## src/rtl/twiddle_pkg.sv

```systemverilog
// rtl/twiddle_pkg.sv - quadrant encoding and quarter-wave table derivation for twiddle_gen
package twiddle_pkg;

  typedef enum logic [1:0] {
    QUAD_0 = 2'd0,
    QUAD_1 = 2'd1,
    QUAD_2 = 2'd2,
    QUAD_3 = 2'd3
  } quadrant_e;

  localparam int     FRAC_BITS = 28;
  localparam longint ONE_FX    = 64'sd1 <<< FRAC_BITS;
  localparam longint TWO_PI_FX = 64'sd1686629713;

  function automatic int quarter_len(input int addr_w);
    return 1 << (addr_w - 2);
  endfunction

  function automatic int q_max(input int data_w);
    return (1 << (data_w - 1)) - 1;
  endfunction

  // round(q_max * cos(2*pi*m/N)) from a fixed-point Taylor series, evaluated at elaboration.
  function automatic int quarter_cos(input int m, input int addr_w, input int data_w);
    longint x;
    longint x2;
    longint term;
    longint sum;
    int     result;
    if (m == 0) begin
      result = q_max(data_w);
    end else if (m >= quarter_len(addr_w)) begin
      result = 0;
    end else begin
      x    = (TWO_PI_FX * longint'(m)) >>> addr_w;
      x2   = (x * x) >>> FRAC_BITS;
      term = ONE_FX;
      sum  = ONE_FX;
      for (int n = 1; n <= 10; n++) begin
        term = -(term * x2) / (longint'(2 * n - 1) * longint'(2 * n) * ONE_FX);
        sum  = sum + term;
      end
      result = int'((longint'(q_max(data_w)) * sum + ONE_FX / 2) >>> FRAC_BITS);
    end
    return result;
  endfunction

endpackage

```

## src/rtl/twiddle_quarter_rom.sv

```systemverilog
// rtl/twiddle_quarter_rom.sv - dual-read-port quarter-wave cosine table, N/4+1 entries
module twiddle_quarter_rom
  import twiddle_pkg::*;
#(
  parameter int    ADDR_W = 6,
  parameter int    DATA_W = 8,
  parameter string FILE_Q = "hdl/twiddle_quarter.list"
) (
  input  logic                     clk,
  input  logic                     en,
  input  logic [ADDR_W-1:0]        addr_a,
  input  logic [ADDR_W-1:0]        addr_b,
  output logic signed [DATA_W-1:0] data_a,
  output logic signed [DATA_W-1:0] data_b
);

  localparam int DEPTH = quarter_len(ADDR_W + 1) + 1;

  logic signed [DATA_W-1:0] rom [DEPTH];

  // Contents are fixed at elaboration; FILE_Q names the matching hex image for external tools.
  for (genvar m = 0; m < DEPTH; m++) begin : g_entry
    localparam int QV = quarter_cos(m, ADDR_W + 1, DATA_W);
    assign rom[m] = DATA_W'(QV);
  end

  always_ff @(posedge clk) begin
    if (en) begin
      data_a <= rom[addr_a];
      data_b <= rom[addr_b];
    end
  end

endmodule

```

## src/rtl/twiddle_gen.sv

```systemverilog
// rtl/twiddle_gen.sv - two-stage FFT twiddle generator with phase accumulator and backpressure
module twiddle_gen
  import twiddle_pkg::*;
#(
  parameter int    ADDR_W = 7,
  parameter int    DATA_W = 8,
  parameter string FILE_Q = "hdl/twiddle_quarter.list"
) (
  input  logic                     clk,
  input  logic                     rst_n,
  input  logic                     in_valid,
  output logic                     in_ready,
  input  logic [ADDR_W-1:0]        in_index,
  input  logic                     in_rel,
  input  logic                     in_inv,
  output logic                     out_valid,
  input  logic                     out_ready,
  output logic signed [DATA_W-1:0] out_real,
  output logic signed [DATA_W-1:0] out_imag
);

  localparam int RW      = ADDR_W - 2;
  localparam int QUARTER = quarter_len(ADDR_W);

  logic                     en;
  logic                     accept;
  logic [ADDR_W-1:0]        acc;
  logic [ADDR_W-1:0]        k;
  logic [ADDR_W-2:0]        addr_r;
  logic [ADDR_W-2:0]        addr_rc;
  logic                     s1_valid;
  logic                     s1_inv;
  quadrant_e                s1_quad;
  logic signed [DATA_W-1:0] q_r;
  logic signed [DATA_W-1:0] q_rc;
  logic signed [DATA_W-1:0] c;
  logic signed [DATA_W-1:0] s;

  // One enable stalls the whole pipeline and the accumulator together.
  assign en       = !out_valid || out_ready;
  assign in_ready = en;
  assign accept   = en && in_valid;

  assign k       = in_rel ? acc + in_index : in_index;
  assign addr_r  = {1'b0, k[RW-1:0]};
  assign addr_rc = (ADDR_W - 1)'(QUARTER) - addr_r;

  always_ff @(posedge clk or negedge rst_n) begin
    if (!rst_n) begin
      acc <= '0;
    end else if (accept) begin
      acc <= k;
    end
  end

  always_ff @(posedge clk or negedge rst_n) begin
    if (!rst_n) begin
      s1_valid <= 1'b0;
      s1_inv   <= 1'b0;
      s1_quad  <= QUAD_0;
    end else if (en) begin
      s1_valid <= in_valid;
      s1_inv   <= in_inv;
      s1_quad  <= quadrant_e'(k[ADDR_W-1 -: 2]);
    end
  end

  twiddle_quarter_rom #(
    .ADDR_W (ADDR_W - 1),
    .DATA_W (DATA_W),
    .FILE_Q (FILE_Q)
  ) u_rom (
    .clk    (clk),
    .en     (en),
    .addr_a (addr_r),
    .addr_b (addr_rc),
    .data_a (q_r),
    .data_b (q_rc)
  );

  // (c, s) = (cos, sin) of the full-circle angle rebuilt from the first-quadrant pair.
  always_comb begin
    c = q_r;
    s = q_rc;
    case (s1_quad)
      QUAD_0: begin c = q_r;   s = q_rc;  end
      QUAD_1: begin c = -q_rc; s = q_r;   end
      QUAD_2: begin c = -q_r;  s = -q_rc; end
      QUAD_3: begin c = q_rc;  s = -q_r;  end
    endcase
  end

  always_ff @(posedge clk or negedge rst_n) begin
    if (!rst_n) begin
      out_valid <= 1'b0;
      out_real  <= '0;
      out_imag  <= '0;
    end else if (en) begin
      out_valid <= s1_valid;
      out_real  <= c;
      out_imag  <= s1_inv ? s : -s;
    end
  end

endmodule

```

## config.mk

```make
export PLATFORM = sky130hd
export DESIGN_NAME = twiddle_gen
export DESIGN_NICKNAME = d
export VERILOG_FILES = /design/src/rtl/twiddle_pkg.sv /design/src/rtl/twiddle_quarter_rom.sv /design/src/rtl/twiddle_gen.sv
export SDC_FILE = /design/constraint.sdc
export NUM_CORES = 1
export LEC_CHECK = 0
export ABC_AREA = 0
export CORE_UTILIZATION = 25
export CTS_BUF_LIST = sky130_fd_sc_hd__clkbuf_2 sky130_fd_sc_hd__clkbuf_4 sky130_fd_sc_hd__clkbuf_8
export DETAILED_ROUTE_END_ITERATION = 8
export MAX_ROUTING_LAYER = met4
export PLACE_DENSITY_LB_ADDON = 0.3
export SLEW_MARGIN = 5
export SYNTH_ARGS = -nofsm -noshare
export SYNTH_HDL_FRONTEND = slang
export SYNTH_HIERARCHICAL = 1
export SYNTH_SLANG_ARGS = --single-unit
```

## constraint.sdc

```tcl
create_clock -name clk -period 4.1 [get_ports clk]
set_clock_uncertainty 0.15 [all_clocks]
set_input_delay 1.025 -clock clk [delete_from_list [all_inputs] [get_ports clk]]
set_output_delay 1.025 -clock clk [all_outputs]
set_load 0.01 [all_outputs]
```

==> results.ini <==
[yosys]
yosysSeqAreaShare_pct=31.47
synth_area_leaders=dfrtp_1 20%, edfxtp_1 12%, ha_1 7.7%
synth_largest_area_cell=dfrtp_1
syn_area_per_cell_sq_um=8.625
async_flop_share_pct=66.67
syn_area_sq_um=3562
ys_warn_count=6
synthDominantCellAreaShare_pct=19.67
synth_cells=413
synth_edf_count=14
ys.flop_type=dfrtp_1
synth_cell_types=65
synth-seq-cells=42

[sta]
setup-tns-final_ps=0
min_period_ps=3790
setup_viol=0
max_freq_mhz=263.9
hold_viol_final=0
finalMaxSlewViolations=0
final.period_utilization_pct=92.43
slew-limit-headroom_pct=46.28
grt_setup_unrepaired=false
worst_slack_ps=310.3
tightest_slew_ps=805.9

[placement]
dpl_worst_slack_ps=-3.358
placed_area_sq_um=4188
port_buffers=30
place.gp.congestion=0.8265
place_hpwl_um=6239

[hold_path]
hold_path.class=flip-flop to flip-flop
min_from=out_real[3]
whs_path_depth=2
min_to=out_real[3]

[power_and_ir_drop]
power.density_nw_per_um2=687.8
finalPower_uw=2958
p_leak_uw=0.001751
peakVddDrop_mv=0.1892

[critical_path]
end_kind=flip-flop
cp.arrival_ps=3790
r2r_setup_slack_ps=1160
path_class=input pin to flip-flop
r2r-end=u_rom/data_b[2]
r2r_cells=12
crit_path_max_fanout=19
worst_ep_required_time_ps=4110
r2r-start=acc[0]
critPathLaunchType=input pin

[layout]
num_antenna_cells=0
syn_to_final_growth_pct=20.72
postLayoutCoreUtil_pct=30.98
stdcell_area_sq_um=4300
final_nets=492
final_layout_size_suffix_gt1_share_pct=11.82

[routing]
vias_per_cell=4.826
antenna_left=0
drc=0
wl_per_cell_um=12.69
dr.pass1.iters=4
drt_iter0_drc=129
vias=3074
drt-total-wl_um=8084

[cts]
cts_tree=built
htreeDepth=2
post_cts_buffers=0
ctsResizeCount=0
clockBufferDepth=2
ctsHoldBuffers=0
cts-root-buf=clkbuf_8
path_clk_slew_ps=90
cts.sinks=42
cts_buffers=5
insertion_delay_ps=290

[global_route]
grt_overflow=0
grt_max_degree=39
grt_pass1_vias=2927
gr-usage-all-layers_pct=11.94
grt_first_pass_wirelength_um=13920
antenna_found_initial=0

[die]
coreArea_sq_um=13880
rows=43
start_util_pct=25.66
ios=31
die_h_um=121.4
die_w_um=121.4
die-area_sq_um=14730

[flow_run]
maxCapViolCount=0

[status]
status=finished clean

==> cells in the mapped netlist, types with 3 or more instances <==
cell type  instances
nand2_1           42
nor2_1            37
o21ai_0           33
dfrtp_1           28
a21oi_1           27
inv_1             24
ha_1              22
clkbuf_1          15
edfxtp_1          14
nor2b_1           14
mux2i_1           13
a211oi_1          10
nand3_1           10
mux4_2             8
buf_2              7
nand2b_1           7
nor3_1             7
o211ai_1           7
xor2_1             6
a31oi_1            5
mux2_2             4
nor4b_1            4
o31ai_1            4
xnor2_1            4
and2_1             3
buf_1              3
o22ai_1            3
or4_1              3
==> cell families after synthesis <==
family                     share of synthesized area (%)
DFF                                                31.47
xor gates and xnor gates                           2.459
and+or+nand+nor                                    19.84
buffers and inverters                              6.252
adders and majority gates                          8.289
other                                             0.2108
muxes                                              9.975
AOI/OAI and AO/OA                                  21.50
==> how the worst max path moves through the flow <==
stage / from / end / cells after the start
final: in_index[0] / u_rom/data_b[1] / 13
after global routing: in_index[0] / u_rom/data_b[4] / 13
after CTS: in_index[0] / u_rom/data_a[1] / 14
after detailed placement: in_index[0] / u_rom/data_b[1] / 13
after global placement: in_index[0] / u_rom/data_b[2] / 13
after floorplan: in_index[0] / u_rom/data_b[5] / 13
==> critical path: stages <==
cell and delay, ps:
clkdlybuf4s50_1 480, ha_1 170, inv_1 60, fa_1 410, xnor2_1 160, mux2i_1 180, inv_1 80, nor3_1 310
xor2_1 170, buf_4 230, nor2_1 60, a221o_1 350, a21oi_1 120
==> flip-flops by register name, indices dropped and copies added, names as in the netlist <==
register / count
s1_valid: 1
out_real: 8
s1_quad: 2
s1_inv: 1
u_rom/data_b: 7
acc: 7
out_imag: 8
out_valid: 1
u_rom/data_a: 7
==> metrics by stage <==
step           cells  hold WS [ps]
3_5_place_dp     629         308.5
6_report         637         321.4
2_1_floorplan    420         284.6
5_1_grt          637         356.2
3_3_place_gp     629         304.4
4_1_cts          637         331.0
==> cells in the final DEF, fill, tap and decap left out, types with 8 or more instances in the layout <==
cell / n
conb_1: 9
mux4_2: 8
edfxtp_1: 14
clkdlybuf4s50_1: 30
nor2_1: 37
inv_1: 24
ha_1: 22
nor2b_1: 14
nand2_1: 42
dfrtp_1: 28
buf_4: 27
mux2i_1: 13
a211oi_1: 10
o21ai_0: 33
nand3_1: 10
a21oi_1: 27
==> layout make-up <==
class	count	area [sq um]
clock buffer	5	68.82
fill	1473	9580
multi-input combinational	325	2245
sequential	42	1121
inverter	25	93.84
timing repair buffer	57	503.0
tap	180	225.2
clock inverter	3	43.79
==> metal layers <==
metal / GRT usage (%) / wire, um / vias to the layer above
li1: - / - / 1587
met1: 14.15 / 3699 / 1442
met2: 21.38 / 4122 / 38
met3: 1.598 / 201 / 7
met4: 2.546 / 61 / 0
met5: - / 0 / -
==> where the power goes <==
group	internal (uW)	switching, uW	total (uW)
clock network	183	157	340
logic	876	907	1780
registers	639	197	836
total	1700	1260	2960
Note: power is estimated with default switching activity, not from simulation.
==> RTL change: new RTL, config.mk and constraints unchanged <==
`DATA_W` is set to 8 in 2 places; all go to 12.
--- a/src/rtl/twiddle_quarter_rom.sv
+++ b/src/rtl/twiddle_quarter_rom.sv
@@ -5,3 +5,3 @@
   parameter int    ADDR_W = 6,
-  parameter int    DATA_W = 8,
+  parameter int    DATA_W = 12,
   parameter string FILE_Q = "hdl/twiddle_quarter.list"
--- a/src/rtl/twiddle_gen.sv
+++ b/src/rtl/twiddle_gen.sv
@@ -5,3 +5,3 @@
   parameter int    ADDR_W = 7,
-  parameter int    DATA_W = 8,
+  parameter int    DATA_W = 12,
   parameter string FILE_Q = "hdl/twiddle_quarter.list"
Ports: changed (resized out_imag and out_real); port bits go from 31 to 39. No check against the original RTL was run, so the function may have changed too.
==> RTL change against the unedited design <==
  * Total power is 78% higher
  * Synthesized area is 45% higher
  * Cell count increased by 49%
  * Largest cell class unchanged
  * Design area grew 46%
  * Worst setup slack got worse by 0.048 ns
  * Sequential cell count is 16 higher
  * Die area rose by 44%
  * Largest power group unchanged
  * Routed wire length increased by 71%
  * Critical endpoint is now u_rom/data_b[4]
==> RTL change: results (changes against the unedited design) <==
* Status: finished clean
* Met3 Wirelength at 518 microns (+160%)
* HPWL Detailed at 10200 microns (+64%)
* Clock Latency Late Sink at 0.37 ns (+0.08 ns)
* Crit path arrival time at 3.78 ns (about the same)
* Biggest regs: out_imag: 12 flops, out_real: 12 flops
* IR Drop Worst-Case VDD at 0.000205 V (+8.6%)
* Hold path start: out_imag[5]
* Reg2Reg Capture Point: out_imag[11]
* PortBufs at 38 (+27%)
* DP Area at 0.00607 sq mm (+45%)
* Asr flop ratio synth at 62.1% (-4.6 points)
* Vias in the first global route at 4472 (+53%)
* Via count at 4760 (+55%)
* Switching Share at 45.3% (+2.6 points)
* R2R depth at 10 (-2)
* Routed wl met2 at 6220 microns (+51%)
* FF-to-FF Start: u_rom/data_b[0]
* Post-synth EDFFs at 22 (+8)
* GRT met2 Usage at 21.1% (-0.28 points)
* Met3 Usage GRT at 2.45% (+0.85 points)
* Lkg Pwr at 2.56 nW (+46%)
* Gr usage total at 13.8% (+1.9 points)
* First-pass GRT wire length at 23200 microns (+67%)
* Met1 Use GR at 18.4% (+4.3 points)
* Hold Worst Slack at 0.315 ns (-0.00659 ns)
* Max FO, Critical Path at 6 (-13)
* Seq pwr share at 25.0% (-3.3 points)
==> RTL change: cell types whose count changed after synthesis, sizes merged, moves of 9 or more <==
cell    unedited run  this run
nand2             42        71
a21oi             27        53
nor2              37        56
nor3               7        22
buf               13        24
clkbuf            15        25
nand2b             7        16
==> RTL change: area by class of cell <==
class                   instances  area, sq um
flip-flops and latches         58         1560
repair buffers                 90          778
clock inverters                 6         82.6
well taps                     270          338
inverters                      28          105
multi-input cells             487         3290
fillers                      2156        13900
clock buffers                  10          131
==> RTL change: cells by family after synthesis <==
logic type / count (synthesis) / share of synthesized area [%]
adders and majority gates: 27 / 6.68
DFF: 58 / 30.2
other: 2 / 0.145
AOI/OAI and AO/OA: 177 / 23.3
and+or+nand+nor: 230 / 21.9
xor gates and xnor gates: 17 / 2.88
buffers and inverters: 77 / 6.39
muxes: 31 / 8.57
